`config.mk`:
```
export PLATFORM = sky130hd
export DESIGN_NAME = mips_avalon_arbiter
export DESIGN_NICKNAME = d
export VERILOG_FILES = /design/src/rtl/mips_avalon_arbiter.sv
export SDC_FILE = /design/constraint.sdc
export NUM_CORES = 1
export LEC_CHECK = 0
export BUFFER_PORTS_ARGS = -buffer_cell sky130_fd_sc_hd__buf_2
export CAP_MARGIN = 20
export CORE_AREA = 2 2 110 112
export CTS_BUF_LIST = sky130_fd_sc_hd__clkbuf_4 sky130_fd_sc_hd__clkbuf_8
export DETAILED_ROUTE_END_ITERATION = 6
export DIE_AREA = 0 0 112 114
export PLACE_DENSITY = 0.73
export SYNTH_ARGS = -nofsm -noshare
export SYNTH_HDL_FRONTEND = slang
export SYNTH_SLANG_ARGS = --single-unit
export TNS_END_PERCENT = 100
```
`constraint.sdc`:
```
create_clock -name clk -period 3.27 [get_ports clk]
set_input_delay 0.654 -clock clk [delete_from_list [all_inputs] [get_ports clk]]
set_output_delay 0.654 -clock clk [all_outputs]
set_load 0.05 [all_outputs]
```
`src/rtl/mips_avalon_arbiter.sv`:
```
// Multiplexes N requester ports onto one Avalon-MM master, one transaction at a time.
// Grant in IDLE, hold the command through waitrequest in BUS, one-cycle ack in ACK.
module mips_avalon_arbiter #(
    parameter int  N_PORTS = 2,
    parameter int  ADDR_W  = 32,
    parameter int  DATA_W  = 32,
    parameter int  RR_MODE = 1,
    localparam int BE_W    = DATA_W / 8
) (
    input  logic                        clk,
    input  logic                        reset,
    input  logic [N_PORTS-1:0]          req,
    input  logic [N_PORTS-1:0]          req_we,
    input  logic [N_PORTS*ADDR_W-1:0]   req_addr,
    input  logic [N_PORTS*DATA_W-1:0]   req_wdata,
    input  logic [N_PORTS*BE_W-1:0]     req_be,
    output logic [N_PORTS-1:0]          ack,
    output logic [DATA_W-1:0]           rdata,
    output logic                        busy,
    output logic [ADDR_W-1:0]           address,
    output logic                        write,
    output logic                        read,
    input  logic                        waitrequest,
    output logic [DATA_W-1:0]           writedata,
    output logic [BE_W-1:0]             byteenable,
    input  logic [DATA_W-1:0]           readdata
);

    localparam int IDX_W = (N_PORTS > 1) ? $clog2(N_PORTS) : 1;

    typedef enum logic [1:0] {
        ST_IDLE = 2'd0,
        ST_BUS  = 2'd1,
        ST_ACK  = 2'd2
    } state_t;

    state_t              state_q,      state_d;
    logic [IDX_W-1:0]    last_grant_q, last_grant_d;
    logic [N_PORTS-1:0]  ack_q,        ack_d;
    logic [DATA_W-1:0]   rdata_q,      rdata_d;
    logic                busy_q,       busy_d;
    logic [ADDR_W-1:0]   address_q,    address_d;
    logic                write_q,      write_d;
    logic                read_q,       read_d;
    logic [DATA_W-1:0]   writedata_q,  writedata_d;
    logic [BE_W-1:0]     byteenable_q, byteenable_d;

    logic [IDX_W-1:0]    grant_sel;
    logic                grant_found;
    int                  rr_cand;

    // Round-robin searches upward from the port after the last grant, wrapping past N_PORTS-1.
    always_comb begin
        grant_sel   = '0;
        grant_found = 1'b0;
        rr_cand     = 0;
        if (RR_MODE != 0) begin
            for (int off = 1; off <= N_PORTS; off++) begin
                rr_cand = int'(last_grant_q) + off;
                if (rr_cand >= N_PORTS) begin
                    rr_cand = rr_cand - N_PORTS;
                end
                if (!grant_found && req[rr_cand]) begin
                    grant_sel   = IDX_W'(rr_cand);
                    grant_found = 1'b1;
                end
            end
        end else begin
            for (int i = N_PORTS - 1; i >= 0; i--) begin
                if (req[i]) begin
                    grant_sel   = IDX_W'(i);
                    grant_found = 1'b1;
                end
            end
        end
    end

    always_comb begin
        state_d      = state_q;
        last_grant_d = last_grant_q;
        ack_d        = ack_q;
        rdata_d      = rdata_q;
        busy_d       = busy_q;
        address_d    = address_q;
        write_d      = write_q;
        read_d       = read_q;
        writedata_d  = writedata_q;
        byteenable_d = byteenable_q;

        case (state_q)
            ST_IDLE: begin
                ack_d = '0;
                if (grant_found) begin
                    last_grant_d = grant_sel;
                    address_d    = req_addr[int'(grant_sel)*ADDR_W +: ADDR_W];
                    writedata_d  = req_wdata[int'(grant_sel)*DATA_W +: DATA_W];
                    byteenable_d = req_be[int'(grant_sel)*BE_W +: BE_W];
                    write_d      = req_we[grant_sel];
                    read_d       = ~req_we[grant_sel];
                    busy_d       = 1'b1;
                    state_d      = ST_BUS;
                end
            end
            ST_BUS: begin
                if (!waitrequest) begin
                    if (read_q) begin
                        rdata_d = readdata;
                    end
                    read_d  = 1'b0;
                    write_d = 1'b0;
                    for (int i = 0; i < N_PORTS; i++) begin
                        ack_d[i] = (last_grant_q == IDX_W'(i));
                    end
                    state_d = ST_ACK;
                end
            end
            ST_ACK: begin
                // Requests are deliberately not sampled here so an acked port cannot re-issue at once.
                ack_d   = '0;
                busy_d  = 1'b0;
                state_d = ST_IDLE;
            end
            default: begin
                ack_d   = '0;
                busy_d  = 1'b0;
                read_d  = 1'b0;
                write_d = 1'b0;
                state_d = ST_IDLE;
            end
        endcase
    end

    always_ff @(posedge clk) begin
        if (reset) begin
            state_q      <= ST_IDLE;
            last_grant_q <= IDX_W'(N_PORTS - 1);
            ack_q        <= '0;
            rdata_q      <= '0;
            busy_q       <= 1'b0;
            address_q    <= '0;
            write_q      <= 1'b0;
            read_q       <= 1'b0;
            writedata_q  <= '0;
            byteenable_q <= '0;
        end else begin
            state_q      <= state_d;
            last_grant_q <= last_grant_d;
            ack_q        <= ack_d;
            rdata_q      <= rdata_d;
            busy_q       <= busy_d;
            address_q    <= address_d;
            write_q      <= write_d;
            read_q       <= read_d;
            writedata_q  <= writedata_d;
            byteenable_q <= byteenable_d;
        end
    end

    assign ack        = ack_q;
    assign rdata      = rdata_q;
    assign busy       = busy_q;
    assign address    = address_q;
    assign write      = write_q;
    assign read       = read_q;
    assign writedata  = writedata_q;
    assign byteenable = byteenable_q;

endmodule

```
After elaboration in Yosys (flattened, before gate mapping)
Cells that the tools add are included.
{"block": "word_totals", "register_bits": 108, "elab_cells": 64}
{"block": "classes", "add_sub_neg": 4, "magnitude_cmp": 5, "eq_ne": 4, "shifts": 3, "muxes": 24, "n_bitwise": 5, "n_reduce_logical": 9}
{"cell": "indexed part select 64 x 7 -> 32 bit", "n": 2}
{"cell": "less-than comparator 32 x 3 -> 1 bit (second input constant)", "n": 2}
{"cell": "two-way mux 32 bit", "n": 2}
{"cell": "two-way mux 1 bit", "n": 16}
{"cell": "indexed part select 8 x 4 -> 4 bit", "n": 1}
{"cell": "case mux 1 bit (3 select lines)", "n": 2}
{"cell": "AND reduction 2 bit", "n": 3}
{"cell": "AND reduction 3 bit", "n": 2}
{"cell": "inverter 1 bit", "n": 5}
{"cell": "two-way mux 2 bit", "n": 2}
{"cell": "inequality test 2 bit (second input constant)", "n": 2}
{"cell": "case mux 2 bit (2 select lines)", "n": 1}
{"cell": "subtractor 3 x 2 -> 4 bit (second input constant)", "n": 1}
{"cell": "adder 1 x 2 -> 3 bit (second input constant)", "n": 1}
{"cell": ">= comparator 3 x 2 -> 1 bit (second input constant)", "n": 1}
{"cell": "subtractor 2 x 2 -> 3 bit (second input constant)", "n": 1}
{"cell": "adder 1 x 1 -> 2 bit (second input constant)", "n": 1}
{"cell": "equality test 2 x 1 -> 1 bit (second input constant)", "n": 1}
{"cell": "equality test 2 bit (second input constant)", "n": 1}
{"cell": ">= comparator 2 bit (second input constant)", "n": 1}
{"cell": "zero test 2 bit", "n": 1}
{"cell": "less-than comparator 1 x 2 -> 1 bit (second input constant)", "n": 1}
{"cell": "case mux 1 bit (2 select lines)", "n": 1}
{"cell": "OR reduction 2 bit", "n": 1}
{"cell": "2 further kinds", "n": 2}

Longest topological paths before layout
Gate-level depths: netlist of the first run.
{"block": "logic_depth", "depth_word": 15, "ltp_mapped": 6, "mapped_depth_nobuf": 4}

Worst setup path after synthesis of the first run
No wires, ideal clock.
{"block": "synth_timing", "path_kind": "input port to flip-flop", "start": "input reset", "end": "register address_q[11], in the netlist address[11]", "setup_time_ns": 0.141, "t_arrival_ns": 1.441, "t_required_ns": 3.129, "setup_slack_ns": 1.688, "path_stages": 4, "cell_sequence": "clkbuf_1 -> buf_2 -> buf_1 -> a311oi_1"}
{"item": "start, declared", "line": "11", "source": "input logic reset,"}
{"item": "end signal, assigned", "line": "151", "source": "address_q <= address_d;"}
{"item": "end, declared", "line": "42", "source": "logic [ADDR_W-1:0] address_q, address_d;"}
No word-level cell between the ends.

Worst setup path after layout of the first run
{"block": "layout_timing", "start": "register last_grant_q", "end": "register writedata_q[9], in the netlist writedata[9]"}
{"block": "layout_between", "elab_chain_len": 11}
{"item": "start, declared", "line": "38", "source": "logic [IDX_W-1:0] last_grant_q, last_grant_d;"}
{"item": "start signal, assigned", "line": "136", "source": "last_grant_q <= IDX_W'(N_PORTS - 1);"}
{"item": "start signal, assigned", "line": "147", "source": "last_grant_q <= last_grant_d;"}
{"item": "parallel branches: the longest is 11 deep, another holds subtractor 3 x 2 -> 4 bit"}
{"item": "end signal, assigned", "line": "154", "source": "writedata_q <= writedata_d;"}
{"item": "end, declared", "line": "45", "source": "logic [DATA_W-1:0] writedata_q, writedata_d;"}
Several ways; the timed one is not identified. The select of a mux whose other input is x is not followed.
A chain may end at the register's enable or synchronous reset.

==> results of run 1 <==
-- Yosys cell counts (all sizes together) --
cell	number	area [µm²]
nor2	72	273
inv	1	3.75
nor2b	2	12.5
and3	1	6.26
dfxtp	108	2160
a311oi	69	667
clkbuf	12	45.0
nand3	3	15.0
buf	37	223
a31oi	1	6.26
o21a	1	8.76
o21ai	2	10.0
nand2	203	762
nor3	1	5.00
a21bo	1	10.0
or2	1	6.26
a21oi	38	190
a21boi	1	11.3
nand2b	2	12.5
-- power breakdown --
group	internal, mW	total (mW)	switching [mW]
clock network	0.289	0.776	0.487
registers	1.43	1.48	0.0547
logic	0.276	0.960	0.683
-- cell usage in the layout, fill, tap and decap left out, drive strengths merged --
cell type	n
buf	287
nand2	203
dfxtp	108
nor2	72
a311oi	69
a21oi	38
clkbuf	9
inv	4
nand3	3
clkinvlp	3
nor2b	2
nand2b	2
o21ai	2
o21a	1
a21boi	1
a21bo	1
and3	1
a31oi	1
or2	1
nor3	1
clkinv	1
-- worst max path at each step --
stage	start	to	slack (ns)	depth (start not counted)
floorplan	reset	address[11]	1.69	4
global placement	req[1]	address[0]	1.09	5
detailed placement	req[1]	writedata[9]	1.04	5
CTS	last_grant_q	writedata[9]	1.41	4
global route	state_q[0]	writedata[25]	1.29	5
finish	last_grant_q	writedata[9]	1.44	4
-- registers in the layout, indices dropped and copies added (netlist names), 2 cells and up --
| register | cells |
|---|---|
| ack | 2 |
| address | 32 |
| rdata | 32 |
| state_q | 2 |
| writedata | 32 |
| byteenable | 4 |
-- metal layers --
metal	up-vias	share of wire
li1	2383	-
met1	2041	0.42
met2	178	0.48
met3	16	0.081
met4	0	0.018
met5	-	0
-- cell type report --
type | instances | area [µm²]
Clock buffer | 9 | 124
Clock inverter | 7 | 58.8
Fill cell | 1157 | 5670
Inverter | 1 | 3.75
Multi-Input combinational cell | 398 | 2010
Sequential cell | 108 | 2160
Tap cell | 147 | 184
Timing Repair Buffer | 287 | 1500
-- kinds of logic (layout without fill, tap and decap cells) --
logic type / count (synthesis) / after routing
AND/OR/NAND/NOR: 285 / 285
AO/OA/AOI/OAI: 113 / 113
flip-flops: 108 / 108
buffers and inverters: 50 / 304
-- worst reg2reg max path: cells and delay by family, from the launching register on --
kind	cells	cell delay (ns)
AO/OA/AOI/OAI	2	0.90
AND/OR/NAND/NOR	1	0.09
flip-flops	1	0.45
buffers and inverters	1	0.31
-- through the flow --
step            util  hold slack [ns]
6_report       0.516            0.456
5_1_grt        0.516            0.472
4_1_cts        0.516            0.460
3_5_place_dp   0.500            0.444
3_3_place_gp   0.500            0.440
2_1_floorplan      -            0.554
==> qor.csv, run 1 <==
stage;metric;value;unit
hold_path;worstHoldStart;rdata[16];
global_route;grt_pass1_wl;19.2;mm
clocking;clock-root-buffer;clkbuf_8;
setup_path;path_class;flip-flop to flip-flop;
setup_path;crit_slowest_cell;a21bo_2;
setup_path;required;3.56;ns
yosys;syn-mean-instance-area;7.97;µm²
setup_path;cp.buffers_inverters;1;
hold_path;hold_depth;2;
yosys;ys_seq_area_frac;0.488;
timing;hold_violations;0;
placed_design;io_buffers;279;
placed_design;dp_cells;941;
placed_design;placed_cell_area;5860;µm²
clocking;cts_tree;done;
clocking;clockBufferDepth;2;
timing;setup_violations;0;
timing;setup_tns;0;ns
yosys;synthAdderAreaFrac;0;
yosys;synthSimpleGateAreaFrac;0.247;
hold_path;holdCritPathClass;flip-flop to flip-flop;
floorplan;start_util;0.378;
timing;min_period;1.83;ns
setup_path;startpoint_type;flip-flop;
status;outcome;finished clean;
floorplan;die_x;112;µm
global_route;grt.busiest_layer;met2;
yosys;synth_xor_area_frac;0;
setup_path;critPathCaptureType;flip-flop;
clocking;cts.sinks;108;
yosys;muxShareOfSynthArea;0;
finish;drive_above_1_share;0.393;
detailed_routing;antenna_left;0;
setup_path;worst-path-max-fanout;39;
yosys;synth_seq_cells;108;
detailed_routing;route.detailed.drc;0;
placed_design;place_ws;1.04;ns
global_route;grt_antenna_before_repair;0;
global_route;track_usage;0.185;
clocking;cts_buffers;9;
power_and_ir_drop;power;3.22;mW
setup_path;slowest_delay;0.63;ns
yosys;syn_inst;556;
clocking;clock_latency;0.38;ns
floorplan;core_area;11700;µm²
global_route;grt_util_met2;0.312;
finish;diodes;0;
detailed_routing;postRouteWirelength;12.4;mm
clocking;post_cts_buffers;0;
detailed_routing;drtIter0Drc;321;
timing;fin_ws;1.44;ns
global_route;grt_pass1_vias;4061;
setup_path;r2r-start;last_grant_q;
timing;fmax;546;MHz
timing;tightest_slew;0.703;ns
floorplan;die_y;114;µm
setup_path;r2r_end;writedata[9];
setup_path;cp_cell_sequence;a21bo_2, buf_12, nand2_1, a311oi_1;
setup_path;reg2reg_slack;1.44;ns
timing;finClkSkew;0.00751;ns
placed_design;dpl.hpwl;8.95;mm
setup_path;r2r.worst_path.cells;4;
power_and_ir_drop;peakVddDrop;0.269;mV
global_route;grt_overflow;0;
finish;instances_no_fill;957;
floorplan;ios;280;
finish;design_area;6040;µm²
finish;syn2layout_area_growth;36.3;%
timing;rsz0062_at_grt;false;
placed_design;gp_congestion;0.778;
detailed_routing;drt_first_pass_iters;4;
floorplan;dieArea;12800;µm²
floorplan;rows;40;
global_route;grt_max_degree;64;
yosys;synth_top_family_by_area;simple AND/OR/NAND/NOR gates;
detailed_routing;post_drt_wl_per_cell;13.0;µm
power_and_ir_drop;powerDensity;533;nW/µm²
flow_run;drv_cap;0;
hold_path;min_delay_worst_endpoint;rdata[16];
detailed_routing;routed_via_density;4.83;
global_route;met1_usage;0.229;
timing;slew_violations;0;
setup_path;crit_family;compound AO/OA/AOI/OAI gates;
yosys;yosys_warnings;0;
timing;finalCritPeriodShare;0.560;
clocking;cts_hold_buf;0;
yosys;synth_nets;731;
clocking;cts_resized;0;
timing;slew_headroom;0.531;
clocking;cts.clk_slew.worst_paths;0.11;ns
detailed_routing;vias;4618;
power_and_ir_drop;p_leak;2.91;nW
setup_path;worstPathArrival;2.12;ns
yosys;synth_compound_area_frac;0.204;
yosys;synth_cell_types;24;
finish;fin_nets;980;
clocking;htree_levels;3;
yosys;synth_area;4430;µm²
global_route;grt.met3_usage;0.0494;
(Power assumes the default switching activity.)
==> inputs of run 2 (changes only) <==
- ABC_AREA: default -> 1
- CORE_AREA: 2 2 110 112 -> 2 2 108 110
- DIE_AREA: 0 0 112 114 -> 0 0 110 112
- PLACE_DENSITY: 0.73 -> 0.77
- clock period: 3.27 -> 1.9 ns (I/O delays scaled with it)
==> run 2 against run 1 <==
Clock power up 69%. Worst setup slack worse by 0.99 ns. Non-clock buffer count up 4. Area after synthesis up 4.1%. Cell area up 3.9%. Critical path type unchanged. Largest cell class is now multi-input combinational cells. Largest power group unchanged.
==> qor.csv, run 2 <==
stage;metric;value;unit
finish;diodes;0;
setup_path;r2r_end;rdata[27];
timing;setup_tns;0;ns
finish;regArea;2160;µm²
setup_path;worstPathArrival;1.71;ns
floorplan;ios;280;
timing;finClkSkew;0.00893;ns
global_route;grt_pass1_wl;21.1;mm
timing;whs;0.243;ns
yosys;dominantRegCellSynth;dfxtp_1;
yosys;synth_top_family_by_area;simple AND/OR/NAND/NOR gates;
yosys;ys_seq_area_frac;0.469;
timing;finalCritPeriodShare;0.763;
power_and_ir_drop;powerDensity;900;nW/µm²
detailed_routing;met1_length;5.46;mm
timing;tightest_slew;0.467;ns
clocking;post_cts_buffers;0;
hold_path;hold_depth;2;
yosys;synth_cell_types;18;
clocking;cts_resized;0;
yosys;synthTopCellsByCount;217 x nand2_1, 207 x nor2_1, 108 x dfxtp_1;
yosys;synth_area;4610;µm²
setup_path;r2r.worst_path.cells;6;
finish;multi_input_area;2180;µm²
setup_path;reg2reg_slack;0.45;ns
yosys;synth_xor_area_frac;0;
power_and_ir_drop;p_leak;3.42;nW
placed_design;gp_congestion;0.829;
yosys;synth_edf_count;0;
setup_path;startpoint_type;flip-flop;
detailed_routing;route.detailed.drc;0;
hold_path;holdCritPathClass;input pin to flip-flop;
placed_design;dpl.hpwl;9.84;mm
yosys;synth.area.top_cells;dfxtp_1 47%, nand2_1 18%, nor2_1 17%;
finish;final_common_cell;buf_2;
yosys;syn-mean-instance-area;6.58;µm²
yosys;synthArstFlopShare;0;
power_and_ir_drop;peakVddDrop;0.467;mV
finish;final_cell_mix;279 x buf_2, 216 x nand2_1, 207 x nor2_1;
clocking;clock-root-buffer;clkbuf_8;
yosys;synthSimpleGateAreaFrac;0.357;
clocking;clockBufferDepth;2;
finish;drive_above_1_share;0.328;
setup_path;path_class;flip-flop to flip-flop;
floorplan;rows;39;
yosys;yosysTopAreaCellShare;0.469;
floorplan;dieArea;12300;µm²
clocking;cts.sinks;108;
global_route;grt_antenna_before_repair;0;
clocking;cts_tree;done;
floorplan;core_area;11200;µm²
setup_path;crit_slowest_cell;dfxtp_1;
clocking;cts.clk_slew.worst_paths;0.10;ns
yosys;synth_nets;876;
floorplan;start_util;0.413;
setup_path;r2r-start;state_q[0];
detailed_routing;drt_first_pass_iters;4;
finish;instances_no_fill;1105;
yosys;muxShareOfSynthArea;0;
finish;syn2layout_area_growth;36.1;%
floorplan;die_y;112;µm
timing;min_period;1.45;ns
timing;fmax;690;MHz
placed_design;io_buffers;279;
yosys;synthAdderAreaFrac;0;
clocking;clock_latency;0.36;ns
timing;slew_violations;0;
clocking;cts_hold_buf;0;
timing;setup_violations;0;
yosys;syn_inst;701;
setup_path;required;2.16;ns
detailed_routing;vias;5074;
floorplan;die_x;110;µm
hold_path;worstHoldStart;reset;
detailed_routing;antenna_left;0;
hold_path;min_delay_worst_endpoint;read;
global_route;grt_pass1_vias;4638;
global_route;track_usage;0.213;
global_route;grt_max_degree;67;
timing;slew_headroom;0.689;
setup_path;critPathCaptureType;flip-flop;
yosys;synth_top_cell_by_area;dfxtp_1;
yosys;synth.most_common_cell;nand2_1;
yosys;yosys_warnings;0;
timing;hold_violations;0;
global_route;grt_overflow;0;
status;outcome;finished clean;
setup_path;worst-path-max-fanout;19;
setup_path;cp_cell_sequence;inv_1, nor2_2, nand3_2, buf_4, o21ai_0, nor2_1;
detailed_routing;wl_met3;1.22;mm
finish;fin_nets;1132;
yosys;synth_compound_area_frac;0.115;
placed_design;dp_cells;1089;
detailed_routing;routed_via_density;4.59;
setup_path;crit_path_start;state_q[0];
timing;rsz0062_at_grt;false;
clocking;cts_buffers;9;
detailed_routing;post_drt_wl_per_cell;12.1;µm
detailed_routing;drtIter0Drc;298;
detailed_routing;met2_length;6.23;mm
yosys;synth_seq_cells;108;
clocking;htree_levels;3;
detailed_routing;postRouteWirelength;13.4;mm
detailed_routing;dr.max_layer_used;met4;
flow_run;drv_cap;0;
finish;nFillCells;1168;
setup_path;slowest_delay;0.36;ns
## run 2: cell types whose count changed after synthesis, moves of 3 or more
cell,delta
a311oi_1,-59
inv_1,+5
nand2_1,+14
o21ai_0,+99
buf_4,-6
nor2_1,+136
a21oi_1,-33
inv_2,+3
a311oi_2,-10
clkbuf_1,+5
## run 2: layer usage
metal	track usage	vias up
met2	0.371	210
met4	0.100	0
met3	0.0597	32
met1	0.234	2145
li1	-	2687
met5	0	-
## run 2: kinds of logic (layout without fill, tap and decap cells)
kind of cell    after synthesis  after routing
compound gates              106            106
buf+inv                      55            316
flops                       108            108
simple gates                432            432
## run 2: worst max-delay path by stage
| stage | to | slack, ns | depth (start not counted) |
|---|---|---|---|
| after floorplan | rdata[10] | 0.58 | 4 |
| after global placement | writedata[18] | 0.42 | 8 |
| after global routing | writedata[18] | 0.25 | 7 |
| final | rdata[27] | 0.45 | 6 |
| after detailed placement | address[8] | 0.39 | 8 |
| after CTS | read | 0.43 | 1 |
## run 2: worst max-delay path: cells and delay by family, from the launching register on
kind	cells	cell delay, ns
AO/OA/AOI/OAI	1	0.20
buffers and inverters	2	0.35
flip-flops	1	0.36
AND/OR/NAND/NOR	3	0.45
## run 2: layout make-up
class                           instances  area share
Clock buffer                           10      0.0219
Clock inverter                          6     0.00778
Inverter                                9     0.00538
Multi-Input combinational cell        538       0.347
Sequential cell                       108       0.344
Tap cell                              143      0.0285
Timing Repair Buffer                  291       0.245
## run 2: where the power goes
group          total, mW  internal, mW  switching, mW
clock network       1.31         0.525          0.786
logic               1.78         0.496           1.28
registers           2.55          2.47         0.0891
## run 2: through the flow
step                      utilization  cell area, µm²  power (mW)  setup WS [ns]
final                           0.562            6280        5.65          0.450
after global routing            0.562            6280        5.97          0.248
after CTS                       0.562            6280        5.70          0.434
after detailed placement        0.545            6090        4.40          0.390
after global placement          0.545            6090        4.38          0.421
after floorplan                     -            4610        3.88          0.581
==> inputs of run 3 (changes only) <==
- ABC_AREA: 1 -> 0
- CORE_AREA: 2 2 108 110 -> 2 2 109 111
- DIE_AREA: 0 0 110 112 -> 0 0 111 113
- clock period: 1.9 -> 1.2 ns (I/O delays scaled with it)
==> run 3 against run 2 <==
The run now ends with negative setup slack left. Utilization up 13 points. Flip-flop and latch count is the same. Cell count decreased by 9.4%. Global-route usage up 2.1 points. Critical path type unchanged. Largest power group unchanged. Highest routed layer unchanged.
==> qor.csv, run 3 (synthesis gave the netlist of run 1 again) <==
stage;metric;value;unit
detailed_routing;routed_via_density;5.25;
placed_design;placed_cell_area;6090;µm²
finish;drive_above_1_share;0.548;
timing;finClkSkew;0.0182;ns
setup_path;slowest_delay;0.37;ns
setup_path;required;1.46;ns
power_and_ir_drop;powerDensity;1310;nW/µm²
finish;nFillCells;840;
global_route;grt_max_degree;33;
finish;instances_no_fill;1001;
floorplan;die_x;111;µm
setup_path;crit_slowest_cell;dfxtp_4;
detailed_routing;drtIter0Drc;342;
finish;final_cell_mix;173 x nand2_1, 173 x buf_2, 81 x buf_6;
global_route;grt_antenna_before_repair;0;
timing;fin_ws;-0.238;ns
finish;fin_util;0.695;
floorplan;ios;280;
setup_path;worstPathArrival;1.70;ns
detailed_routing;vias;5255;
setup_path;cp.buffers_inverters;2;
setup_path;cp_cell_sequence;nor2_4, o21a_4, buf_12, buf_16, nor2_1, a311oi_1;
floorplan;die_y;113;µm
global_route;track_usage;0.234;
placed_design;gp_congestion;0.821;
status;failed_checks;negative setup slack;
finish;fin_nets;1028;
timing;tightest_slew;0.604;ns
setup_path;startpoint_type;flip-flop;
clocking;cts_tree;done;
setup_path;reg2reg_slack;-0.24;ns
setup_path;crit_family;compound AO/OA/AOI/OAI gates;
timing;rsz0062_at_grt;true;
floorplan;core_area;11300;µm²
timing;fmax;696;MHz
floorplan;start_util;0.393;
placed_design;io_buffers;279;
clocking;clock_latency;0.38;ns
timing;finalCritPeriodShare;1.20;
finish;design_area;7840;µm²
hold_path;holdCritPathClass;input pin to flip-flop;
finish;diodes;0;
placed_design;dpl.hpwl;9.64;mm
placed_design;dp_cells;957;
setup_path;path_class;flip-flop to flip-flop;
detailed_routing;post_drt_wl_per_cell;17.7;µm
placed_design;place_ws;-0.204;ns
power_and_ir_drop;power;10.3;mW
floorplan;dieArea;12500;µm²
power_and_ir_drop;p_leak;3.57;nW
status;outcome;finished, violations left;
timing;slew_violations;0;
power_and_ir_drop;peakVddDrop;0.705;mV
clocking;clock-root-buffer;clkbuf_8;
global_route;grt_pass1_wl;24.1;mm
global_route;grt_overflow;0;
detailed_routing;drt_first_pass_iters;4;
clocking;cts_buffers;9;
detailed_routing;antenna_left;0;
flow_run;drv_cap;0;
detailed_routing;route.detailed.drc;0;
floorplan;rows;39;
clocking;htree_levels;3;
setup_path;worst-path-max-fanout;10;
detailed_routing;postRouteWirelength;17.7;mm
setup_path;critPathCaptureType;flip-flop;
finish;syn2layout_area_growth;76.9;%
clocking;cts.sinks;108;
timing;slew_headroom;0.593;
clocking;clockBufferDepth;2;
global_route;grt_pass1_vias;5015;
timing;hold_violations;0;
clocking;cts.clk_slew.worst_paths;0.13;ns
timing;min_period;1.44;ns
timing;setup_violations;106;
run 3: worst reg2reg max path, stage by stage, from the launching register on:
cell	delay (ns)
dfxtp_4	0.37
nor2_4	0.14
o21a_4	0.18
buf_12	0.16
buf_16	0.15
nor2_1	0.06
a311oi_1	0.28
run 3: metrics by stage:
step / TNS [ns] / hold slack (ns)
after global routing: -18.95 / 0.0763
final: -13.64 / 0.0743
after CTS: -11.81 / 0.0679
after detailed placement: -9.18 / 0.443
after floorplan: -0.877 / 0.312
after global placement: -7.92 / 0.439
run 3: metal layers:
| metal | vias up | part of all wire | track usage |
|---|---|---|---|
| met5 | - | 0 | 0 |
| met4 | 0 | 0.030 | 0.0933 |
| met3 | 47 | 0.064 | 0.0536 |
| met2 | 245 | 0.52 | 0.416 |
| met1 | 2469 | 0.39 | 0.275 |
| li1 | 2494 | - | - |
run 3: worst paths after layout:
check                             startpoint           to  cells after the start
worst max register to register    state_q[1]  address[11]                      6
worst min register to register     rdata[22]    rdata[22]                      2
worst max-delay path              state_q[1]  address[11]                      6
worst min-delay path            readdata[28]    rdata[28]                      3
run 3: power by group:
group          internal [mW]  switching (mW)  total [mW]
Combinational           1.51            2.15        3.66
Clock                   1.03            1.43        2.46
Sequential              3.91           0.229        4.14
run 3: area by class of cell:
cell class / instances / area (µm²) / share of cell area
repair buffers: 335 / 2850 / 0.364
multi-input cells: 398 / 2370 / 0.302
flip-flops and latches: 108 / 2220 / 0.283
well taps: 143 / 179 / 0.0228
inverters: 1 / 3.75 / 0.000479
clock inverters: 7 / 93.8 / 0.0120
clock buffers: 9 / 124 / 0.0158
run 3: timing repair:
item / CTS / global route
pin swaps: 8 / 72
hold buffers: 0 / 0
buffers inserted: 13 / 4
gates cloned: 12 / 6
resized for setup: 146 / 190
endpoints found under the setup margin: 207 / 175
